[config.mk]
export PLATFORM = sky130hd
export DESIGN_NAME = fake_node_mpi_core
export DESIGN_NICKNAME = d
export VERILOG_FILES = /design/src/rtl/fake_node_pkg.sv /design/src/rtl/fake_node_fifo.sv /design/src/rtl/fake_node_mpi_core.sv
export SDC_FILE = /design/constraint.sdc
export NUM_CORES = 1
export LEC_CHECK = 0
export ABC_AREA = 1
export BUFFER_PORTS_ARGS = -buffer_cell sky130_fd_sc_hd__buf_4
export CORE_ASPECT_RATIO = 1.2
export CORE_MARGIN = 2
export CORE_UTILIZATION = 55
export CTS_CLUSTER_DIAMETER = 80
export DETAILED_ROUTE_END_ITERATION = 10
export GPL_TIMING_DRIVEN = 0
export PLACE_DENSITY = 0.78
export SLEW_MARGIN = 10
export SYNTH_ARGS = -nofsm -noshare
export SYNTH_HDL_FRONTEND = slang
export SYNTH_SLANG_ARGS = --single-unit
[constraint.sdc]
create_clock -name clk_i -period 6.7 [get_ports clk_i]
set_input_delay 1.34 -clock clk_i [delete_from_list [all_inputs] [get_ports clk_i]]
set_output_delay 1.34 -clock clk_i [all_outputs]
set_load 0.05 [all_outputs]
[src/rtl/fake_node_pkg.sv]
// fake_node_pkg: shared parameters, flit layout and LFSR step for the fake MPI node
package fake_node_pkg;
    localparam int DATA_W = 64;
    localparam int CREDITS = 4;
    localparam logic [31:0] LFSR_SEED = 32'h0000_ACE1;
    localparam logic [31:0] LFSR_TAPS = 32'h8020_0003;

    typedef struct packed {
        logic [7:0]  dest;
        logic [7:0]  src;
        logic [15:0] seq;
        logic [31:0] payload;
    } flit_t;

    function automatic logic [31:0] lfsr_next(input logic [31:0] cur);
        return (cur >> 1) ^ (cur[0] ? LFSR_TAPS : 32'h0);
    endfunction
endpackage

[src/rtl/fake_node_fifo.sv]
// fake_node_fifo: small synchronous FIFO buffering received flits
module fake_node_fifo #(
    parameter int W = 64,
    parameter int DEPTH = 4
) (
    input  logic         clk_i,
    input  logic         rstn_i,
    input  logic         push,
    input  logic         pop,
    input  logic [W-1:0] din,
    output logic [W-1:0] dout,
    output logic         full,
    output logic         empty
);
    localparam int AW = DEPTH > 1 ? $clog2(DEPTH) : 1;
    localparam int CW = $clog2(DEPTH + 1);

    logic [W-1:0]  mem [DEPTH];
    logic [AW-1:0] wr_ptr, rd_ptr;
    logic [CW-1:0] cnt;
    logic          do_push, do_pop;

    assign full    = cnt == CW'(DEPTH);
    assign empty   = cnt == '0;
    assign do_push = push && !full;
    assign do_pop  = pop && !empty;
    assign dout    = mem[rd_ptr];

    function automatic logic [AW-1:0] inc(input logic [AW-1:0] p);
        return p == AW'(DEPTH - 1) ? '0 : p + AW'(1);
    endfunction

    // storage needs no reset: cnt decides which entries are visible
    always_ff @(posedge clk_i) begin
        if (do_push) mem[wr_ptr] <= din;
    end

    // read/write pointers and occupancy
    always_ff @(posedge clk_i or posedge rstn_i) begin
        if (rstn_i) begin
            wr_ptr <= '0;
            rd_ptr <= '0;
            cnt    <= '0;
        end else begin
            if (do_push) wr_ptr <= inc(wr_ptr);
            if (do_pop) rd_ptr <= inc(rd_ptr);
            cnt <= cnt + CW'(do_push) - CW'(do_pop);
        end
    end
endmodule

[src/rtl/fake_node_mpi_core.sv]
// fake_node_mpi_core: credit-based flit generator plus checking receiver
module fake_node_mpi_core #(
    parameter int DATA_W = fake_node_pkg::DATA_W,
    parameter int CREDITS = fake_node_pkg::CREDITS
) (
    input  logic              clk_i,
    input  logic              rstn_i,
    input  logic [31:0]       rank_i,
    input  logic [31:0]       dest_i,
    input  logic [31:0]       origin_i,
    input  logic              valid_i,
    input  logic [DATA_W-1:0] data_i,
    output logic              yummy_o,
    output logic              valid_o,
    output logic [DATA_W-1:0] data_o,
    input  logic              yummy_i,
    input  logic              rx_stall_i,
    output logic              err_o,
    output logic [31:0]       rx_count_o
);
    import fake_node_pkg::*;

    localparam int CW = $clog2(CREDITS + 1);

    logic [CW-1:0]     credits;
    logic [15:0]       tx_seq, rx_seq;
    logic [31:0]       tx_lfsr, rx_lfsr;
    logic              send, yummy_ok, push, pop, full, empty, bad;
    logic [DATA_W-1:0] rx_dout;
    flit_t             tx_flit, rx_flit;
    logic              unused_bits;

    assign send        = credits != '0;
    assign yummy_ok    = yummy_i && credits != CW'(CREDITS);
    assign tx_flit     = {dest_i[7:0], rank_i[7:0], tx_seq, tx_lfsr};
    assign push        = valid_i && !full;
    assign pop         = !empty && !rx_stall_i;
    assign rx_flit     = 64'(rx_dout);
    assign bad         = rx_flit.dest != rank_i[7:0] || rx_flit.src != origin_i[7:0] ||
                         rx_flit.seq != rx_seq || rx_flit.payload != rx_lfsr;
    assign unused_bits = ^{rank_i[31:8], dest_i[31:8], origin_i[31:8]};

    fake_node_fifo #(.W(DATA_W), .DEPTH(CREDITS)) u_fifo (
        .clk_i  (clk_i),
        .rstn_i (rstn_i),
        .push   (push),
        .pop    (pop),
        .din    (data_i),
        .dout   (rx_dout),
        .full   (full),
        .empty  (empty)
    );

    // credit counter and outgoing flit generator
    always_ff @(posedge clk_i or posedge rstn_i) begin
        if (rstn_i) begin
            credits <= CW'(CREDITS);
            valid_o <= 1'b0;
            data_o  <= '0;
            tx_seq  <= '0;
            tx_lfsr <= LFSR_SEED;
        end else begin
            credits <= credits - CW'(send) + CW'(yummy_ok);
            valid_o <= send;
            if (send) begin
                data_o  <= DATA_W'(tx_flit);
                tx_seq  <= tx_seq + 16'd1;
                tx_lfsr <= lfsr_next(tx_lfsr);
            end
        end
    end

    // consumer side: credit return, pop count and expected-flit tracking
    always_ff @(posedge clk_i or posedge rstn_i) begin
        if (rstn_i) begin
            yummy_o    <= 1'b0;
            rx_count_o <= '0;
            rx_seq     <= '0;
            rx_lfsr    <= LFSR_SEED;
        end else begin
            yummy_o <= pop;
            if (pop) begin
                rx_count_o <= rx_count_o + 32'd1;
                rx_seq     <= rx_seq + 16'd1;
                rx_lfsr    <= lfsr_next(rx_lfsr);
            end
        end
    end

    // sticky error: credit overflow, RX overflow or a bad popped flit
    always_ff @(posedge clk_i or posedge rstn_i) begin
        if (rstn_i) err_o <= 1'b0;
        else err_o <= err_o | (yummy_i && !yummy_ok) | (valid_i && full) | (pop && bad);
    end
endmodule

==> results.json, run 1 <==
{
  "synth_cell_type_count": 32,
  "vias": 13916,
  "cp_slowest_cell": "clkbuf_1",
  "layout-drive-gt1-share_pct": 17.2,
  "cts_buffer_depth": 3,
  "ir_worst_vdd_mv": 0.261,
  "yosysSeqAreaShare_pct": 66.1,
  "max-slew-margin-rel_pct": 41.3,
  "drc": 0,
  "drt-total-wl_um": 47800,
  "cp-start-kind": "input pin",
  "clockRootBuffer": "clkbuf_16",
  "r2r_start": "u_fifo.cnt[1]",
  "num_io_pins": 264,
  "dp_cells": 2473,
  "clk_pin_slew_worst_paths_ns": 0.07,
  "numCtsBuffers": 43,
  "maxCapViolations": 0,
  "drv_slew": 0,
  "die-width_um": 172,
  "syn_to_final_growth_pct": 20.0,
  "stdcell_area_mm2": 0.0223,
  "tightest_slew_ns": 0.878,
  "initialDrtViolationCount": 1409,
  "crit_required_ns": 7.13,
  "htree_levels": 2,
  "cp.depth": 10,
  "r2r_cells": 10,
  "grt_max_degree": 99,
  "clock-sinks": 439,
  "postLayoutCoreUtil_pct": 67.1,
  "crit_start": "rx_stall_i",
  "syn_inst": 1822,
  "wl_per_cell_um": 18.7,
  "cp-endpoint": "u_fifo.cnt[2]",
  "hold_path.class": "register to register",
  "cts_tree": "yes",
  "worstHoldStart": "tx_lfsr[11]",
  "crit_family": "buffers and inverters",
  "cp_common_cell": "inv_1",
  "nets": 2247,
  "critPathBufInv": 5,
  "critical_path_class": "input pin to register",
  "grt_first_pass_wirelength_um": 73200,
  "setup_viol": 0,
  "gp_congestion": 0.890,
  "ant_nets": 0,
  "final_common_cell": "nand2_1",
  "post_synth.cell_area_avg_um2": 10.2,
  "postCtsSetupBuffers": 0,
  "final_cells": 2552,
  "grt_pass1_vias": 13648,
  "die_h_um": 205,
  "cts_resized": 0,
  "finalCritPeriodShare_pct": 46.7,
  "leakagePower_uw": 0.00995,
  "hpwl_um": 32600,
  "initial_utilization_pct": 55.9,
  "synth.cell_area_mm2": 0.0186,
  "grt_use_total_pct": 27.3,
  "final_cell_mix": "nand2_1, edfxtp_1, buf_4",
  "dieArea_mm2": 0.0353,
  "hold_viol_final": 0,
  "antenna_found_initial": 2,
  "clock_latency_ns": 0.56,
  "ys_ff_latch": 439,
  "dr.pass1.iters": 6,
  "status": "complete, no violations",
  "reg2reg_slack_ns": 4.03,
  "path_max_fanout": 11,
  "skew_ns": 0.0179,
  "fp-row-count": 73,
  "viasPerCell": 5.45,
  "power.density_mw_per_mm2": 429,
  "crit_chain": "buf_4 > inv_1 > nand2_4 > inv_1 > clkbuf_1 > ha_1 > inv_1 > ha_1 > fa_1 > xor2_1",
  "critPathMaxStageDelay_ns": 0.55,
  "placed_area_mm2": 0.0209,
  "r2r_end": "u_fifo.cnt[2]",
  "endpoint_kind": "register",
  "grt-ovfl-total": 0,
  "yosysWarningCount": 0,
  "clock.fmax_mhz": 320,
  "numPortBuffers": 191,
  "syn_nets": 2001,
  "core_mm2": 0.0332,
  "period_needed_ns": 3.13,
  "grt_setup_unrepaired": "no",
  "hold_buffers": 0,
  "worstPathArrival_ns": 3.56
}
## worst register-to-register path, cell delays in order (launching register included)
cell      delay [ns]
dfrtp_1         0.37
inv_1           0.10
nand3_2         0.09
nand2_4         0.09
inv_1           0.34
clkbuf_1        0.55
ha_1            0.25
inv_1           0.04
ha_1            0.18
fa_1            0.37
xor2_1          0.17
## cell usage after synthesis, drive strengths merged
| library cell | count | area (um2) |
|---|---|---|
| a21oi | 10 | 50.1 |
| a311oi | 1 | 8.76 |
| a31oi | 3 | 18.8 |
| and3 | 1 | 6.26 |
| buf | 63 | 395 |
| clkbuf | 23 | 86.3 |
| dfrtp | 166 | 4150 |
| dfstp | 17 | 447 |
| edfxtp | 256 | 7690 |
| fa | 2 | 40.0 |
| ha | 12 | 150 |
| inv | 106 | 398 |
| nand2 | 714 | 2690 |
| nand3 | 187 | 946 |
| nand3b | 19 | 143 |
| nand4 | 5 | 31.3 |
| nor2 | 93 | 362 |
| nor3 | 12 | 75.1 |
| nor4 | 3 | 31.3 |
| o21ai | 67 | 335 |
| or2 | 1 | 6.26 |
| xnor2 | 15 | 131 |
| xor2 | 46 | 403 |
## final cells by class
class                           count  area (um2)
Tap cell                          450         563
Clock buffer                       62        1240
Clock inverter                     16         205
Inverter                          106         405
Fill cell                        2483       10900
Antenna cell                        1        2.50
Timing Repair Buffer              201        1670
Buffer                             86         482
Multi-Input combinational cell   1191        5460
Sequential cell                   439       12300
## report_power, final
part | internal [uW] | switching, uW | leakage (uW)
clock | 1480 | 1010 | 0.000701
combinational | 994 | 2360 | 0.00458
sequential | 3460 | 275 | 0.00467
total | 5930 | 3650 | 0.00995
## worst min path at each step
stage / end / slack (ns) / depth (start not counted)
2_1_floorplan: tx_seq[14] / 0.44 / 1
3_3_place_gp: tx_lfsr[7] / 0.45 / 2
3_5_place_dp: tx_seq[14] / 0.46 / 1
4_1_cts: tx_lfsr[11] / 0.47 / 2
5_1_grt: data_o[52] / 0.50 / 2
6_report: tx_lfsr[11] / 0.47 / 2
## per-layer routing
layer	share of wire (%)	global-route usage [%]
met1	38	33.6
met2	49	46.9
met3	8.4	4.89
met4	4.6	12.9
met5	0.027	0
## through the flow
stage	worst slack (ns)	hold WS, ns	setup TNS, ns	power, uW
global placement	-1.66	0.453	-310.57	6910
floorplan	0.416	0.442	0	5900
detailed placement	3.02	0.457	0	7070
finish	3.57	0.467	0	9580
global route	3.50	0.498	0	10100
CTS	3.60	0.472	0	9570
## sequential cells by signal (all words and copies together) (netlist names), 2 cells and up
register,cells
u_fifo.mem,256
rx_count_o,32
u_fifo.wr_ptr,2
data_o,64
u_fifo.cnt,3
rx_seq,16
rx_lfsr,32
tx_seq,16
u_fifo.rd_ptr,2
credits,3
tx_lfsr,10
## logic make-up after synthesis
kind of cell,after synthesis,share of synthesized area [%]
xor+xnor,61,2.87
fa+ha+maj,14,1.02
simple gates,1035,23.1
compound gates,81,2.22
buf+inv,192,4.73
flops,439,66.1
Power figures use the tool's default switching activity.
==> run 2: changes to the inputs <==
Clock period 6.7 ns to 3.24 ns, I/O delays scaled along.
==> run 2 against run 1 <==
Register-to-register slack worse by 3.5 ns. Hold slack worse by 0.30 ns. Utilization is 0.079 points higher.
==> results.json, run 2 (synthesized netlist as in run 1, its figures left out) <==
{
  "status": "complete, no violations",
  "postCtsSetupBuffers": 0,
  "antenna_found_initial": 5,
  "drt-total-wl_um": 48200,
  "numPortBuffers": 191,
  "hpwl_um": 33200,
  "tightest_slew_ns": 0.797,
  "largest_reg_flops": 256,
  "dr.pass1.iters": 6,
  "layout-drive-gt1-share_pct": 17.5,
  "hold_viol_final": 0,
  "finalCritPeriodShare_pct": 82.9,
  "multiInputGateArea_mm2": 0.00546,
  "maxCapViolations": 0,
  "ant_nets": 0,
  "numCtsBuffers": 43,
  "crit_start": "u_fifo.cnt[1]",
  "final_cells": 2558,
  "grt-ovfl-total": 0,
  "initialDrtViolationCount": 1240,
  "grt_pass1_vias": 14045,
  "htree_levels": 2,
  "cp_slowest_cell": "clkbuf_1",
  "core_mm2": 0.0332,
  "skew_ns": 0.0182,
  "clock-sinks": 439,
  "top_regs": "u_fifo.mem: 256 flops, data_o: 64 flops",
  "num_io_pins": 264,
  "gp_congestion": 0.871,
  "grt_use_total_pct": 27.7,
  "r2r_start": "u_fifo.cnt[1]",
  "critPathMaxStageDelay_ns": 0.58,
  "setup_viol": 0,
  "ir_worst_vdd_mv": 0.518,
  "nFillCells": 2501,
  "max-slew-margin-rel_pct": 46.7,
  "grt_setup_unrepaired": "no",
  "leakagePower_uw": 0.00996,
  "endpoint_kind": "register",
  "crit_chain": "inv_1 > nand3_2 > nand2_4 > inv_1 > clkbuf_1 > ha_1 > inv_1 > ha_1 > fa_1 > xor2_1",
  "r2r_cells": 10,
  "period_needed_ns": 2.69,
  "clk_pin_slew_worst_paths_ns": 0.06,
  "initial_utilization_pct": 55.9,
  "fp-row-count": 73,
  "die_h_um": 205,
  "hold_buffers": 0,
  "grt_max_degree": 38,
  "final_common_cell": "nand2_1",
  "wl_per_cell_um": 18.8,
  "drc": 0,
  "dieArea_mm2": 0.0353,
  "tns_ns": 0,
  "viasPerCell": 5.47,
  "die-width_um": 172,
  "syn_to_final_growth_pct": 20.1,
  "nets": 2252,
  "power.density_mw_per_mm2": 880,
  "final_cell_mix": "nand2_1, edfxtp_1, buf_4",
  "grt_first_pass_wirelength_um": 74000,
  "critical_path_class": "register to register",
  "clockRootBuffer": "clkbuf_16",
  "path_max_fanout": 11,
  "postLayoutCoreUtil_pct": 67.2,
  "regMostFlops": "u_fifo.mem",
  "cp_common_cell": "inv_1",
  "hold_path.class": "input pin to asynchronous set/reset pin",
  "cp-start-kind": "register",
  "vias": 13982,
  "cts_buffer_depth": 3,
  "worstPathArrival_ns": 3.12,
  "clock.fmax_mhz": 372,
  "crit_required_ns": 3.67,
  "dp_cells": 2478,
  "regArea_mm2": 0.0123,
  "clock_latency_ns": 0.56,
  "cts_tree": "yes",
  "drv_slew": 0,
  "cts_resized": 0
}
## run 2: cell count changes in the layout (fill, tap and decap cells not counted), sizes merged
cell,change
buf,+5
bufinv,-3
clkinv,+3
clkinvlp,+1
diode,+1
inv,-1
## run 2: final timing paths
check | endpoint | slack, ns
hold reg to reg | tx_lfsr[15] | 0.47
setup reg to reg | u_fifo.cnt[2] | 0.55
min in group clk_i | u_fifo.mem[0][25] | 0.28
hold / removal | data_o[38] | 0.17
max in group asynchronous | tx_lfsr[15] | 2.14
setup / recovery | u_fifo.cnt[2] | 0.55
## run 2: cell type report
class	count	share of cell area, %
well taps	450	2.52
clock buffers	62	5.54
repair buffers	206	7.90
diodes	2	0.0224
inverters	106	1.80
clock inverters	16	0.633
multi-input cells	1191	24.4
flip-flops and latches	439	55.0
plain buffers	86	2.16
## run 2: per-layer routing
| metal | up-vias | global-route usage (%) | routed length [um] |
|---|---|---|---|
| li1 | 6457 | - | - |
| met1 | 6734 | 33.3 | 18100 |
| met2 | 644 | 47.6 | 23900 |
| met3 | 143 | 5.44 | 3990 |
| met4 | 4 | 13.4 | 2190 |
| met5 | - | 0 | 22 |
## run 2: metrics by stage
stage               instance area, um2  total power, uW  setup slack (ns)  hold WS [ns]
finish                           22300            19700             0.553         0.172
global route                     22300            20700             0.438         0.194
CTS                              22300            19700             0.557         0.168
detailed placement               21000            14700             0.343         0.458
global placement                 20600            14300             -2.97         0.453
floorplan                        18600            12200            -0.680         0.442
## run 2: critical path, delay by kind of cell, from the launching register on
kind	cells	cell delay, ns
flops	1	0.37
xor+xnor	1	0.17
fa+ha+maj	3	0.81
simple gates	2	0.18
buf+inv	4	1.03
## run 2: where the power goes
part	internal [uW]	leakage (uW)	switching, uW
clock network	2820	0.000677	2100
registers	7150	0.00467	570
logic	2090	0.00462	4930
==> run 3: changes to the inputs <==
Clock period 3.24 ns to 2.6 ns, I/O delays scaled along.
==> run 3 against run 2 <==
Hold slack got worse by 0.13 ns. Critical path type unchanged. Flip-flop and latch count unchanged. Via count decreased by 1.0%. Sequential share of layout area increased by 0.14 points. Largest power group unchanged. Sequential power increased by 25%.
==> results.json, run 3 (synthesized netlist as in run 1, its figures left out) <==
{
  "p_clk_share_pct": 24.5,
  "htree_levels": 2,
  "placed_area_mm2": 0.0209,
  "grt_max_degree": 38,
  "path_max_fanout": 10,
  "wl_per_cell_um": 18.4,
  "fp-row-count": 73,
  "nets": 2248,
  "leakagePower_uw": 0.00994,
  "regMostFlops": "u_fifo.mem",
  "hold_buffers": 0,
  "combPwrFrac_pct": 35.8,
  "hold_viol_final": 0,
  "drc": 0,
  "endpoint_kind": "register",
  "maxCapViolations": 0,
  "grt_use_total_pct": 27.0,
  "seq_power_share_pct": 39.7,
  "regArea_mm2": 0.0123,
  "hold_path.class": "input pin to asynchronous set/reset pin",
  "dr.pass1.iters": 6,
  "critical_path_class": "register to register",
  "hold_slack_ns": 0.0459,
  "cts_buffer_depth": 3,
  "vias": 13841,
  "crit_required_ns": 3.03,
  "ir_worst_vdd_mv": 0.616,
  "switchingPower_uw": 9290,
  "viasPerCell": 5.42,
  "clock.fmax_mhz": 402,
  "skew_ns": 0.00844,
  "hpwl_um": 32600,
  "numPortBuffers": 191,
  "cts_tree": "yes",
  "die-width_um": 172,
  "stdcell_area_mm2": 0.0223,
  "initial_utilization_pct": 55.9,
  "largest_reg_flops": 256,
  "multiInputGateArea_mm2": 0.00546,
  "grt_first_pass_wirelength_um": 72700,
  "grt_setup_unrepaired": "yes",
  "nFillCells": 2523,
  "top_regs": "u_fifo.mem: 256 flops, data_o: 64 flops",
  "die_h_um": 205,
  "final_cell_mix": "nand2_1, edfxtp_1, buf_4",
  "cp-start-kind": "register",
  "clk_pin_slew_worst_paths_ns": 0.06,
  "worstPathArrival_ns": 2.91,
  "dp_cells": 2477,
  "max-slew-margin-rel_pct": 48.2,
  "status": "complete, no violations",
  "grt-ovfl-total": 0,
  "num_io_pins": 264,
  "gp_congestion": 0.894,
  "core_mm2": 0.0332,
  "antenna_found_initial": 1,
  "ant_nets": 0,
  "finalCritPeriodShare_pct": 95.6,
  "numCtsBuffers": 42,
  "clock-sinks": 439,
  "tightest_slew_ns": 0.775,
  "syn_to_final_growth_pct": 19.8,
  "clockRootBuffer": "clkbuf_16",
  "final_common_cell": "nand2_1",
  "cellInternalPower_uw": 14900,
  "postCtsSetupBuffers": 0,
  "drv_slew": 0,
  "grt_pass1_vias": 13698,
  "power.density_mw_per_mm2": 1090,
  "dieArea_mm2": 0.0353,
  "drt-total-wl_um": 46900,
  "tns_ns": 0,
  "clock_latency_ns": 0.55,
  "swShare_pct": 38.4,
  "layout-drive-gt1-share_pct": 17.6,
  "initialDrtViolationCount": 1309,
  "setup_viol": 0,
  "period_needed_ns": 2.48,
  "final_cells": 2553
}
-- run 3: cell types whose count changed in the layout (fill, tap and decap cells not counted), sizes merged --
cell and change:
clkbuf +3, clkinv +1, diode -1, buf -8
-- run 3: cell type report --
cell class / count / share of cell area, %
multi-input combinational: 1191 / 24.5
clock inverter: 17 / 0.612
antenna: 1 / 0.0112
buffer: 84 / 2.28
tap: 450 / 2.53
sequential: 439 / 55.1
timing repair buffer: 205 / 7.76
clock buffer: 60 / 5.36
inverter: 106 / 1.80
-- run 3: worst paths after layout --
check                                  from                 to  slack [ns]  cells after the start
hold reg to reg                 tx_lfsr[11]        tx_lfsr[11]        0.46                      2
min in group clk_i               data_i[26]  u_fifo.mem[0][26]        0.17                      1
hold / removal                       rstn_i            valid_o        0.05                      2
setup reg to reg           u_fifo.rd_ptr[1]              err_o        0.12                     13
max in group asynchronous            rstn_i        tx_lfsr[13]        1.42                      5
setup / recovery           u_fifo.rd_ptr[1]              err_o        0.12                     13
-- run 3: power groups by stage --
stage                     clock network, uW  logic (uW)  registers (uW)
after global placement                    0        8030            9700
after CTS                              6030        8550            9590
after floorplan                           0        4920           10200
after detailed placement                  0        8490            9720
after global routing                   6310        9510            9740
final                                  5940        8660            9620
-- run 3: routing by layer --
layer | vias to the layer above | wire [um] | track usage (%)
met2 | 585 | 23200 | 46.5
met4 | 0 | 1760 | 11.0
met5 | - | 0 | 0
met3 | 113 | 3360 | 4.04
met1 | 6705 | 18500 | 34.2
li1 | 6438 | - | -
-- run 3: worst max-delay path: stages (launching register included) --
cell and delay, ns:
dfrtp_1 0.37, buf_2 0.31, buf_2 0.39, nand3_1 0.18
nand3b_1 0.13, nand2_1 0.14, nor2_1 0.12, nand2_1 0.06
nor2_1 0.20, nand2_1 0.12, nor2_1 0.11, nand2_1 0.09
nand2_1 0.08, nand2_1 0.06
-- run 3: through the flow --
stage | setup WS (ns) | total power, uW | utilization, %
after floorplan | -0.257 | 15200 | -
after global placement | -1.41 | 17700 | 62.0
after detailed placement | -0.180 | 18200 | 62.9
after CTS | 0.0104 | 24200 | 66.9
after global routing | -0.00160 | 25600 | 67.0
final | 0.115 | 24200 | 67.0
-- run 3: repair_timing --
action	CTS	global route
setup endpoints to repair	1	3
resized for setup	0	21
hold endpoints to repair	0	0
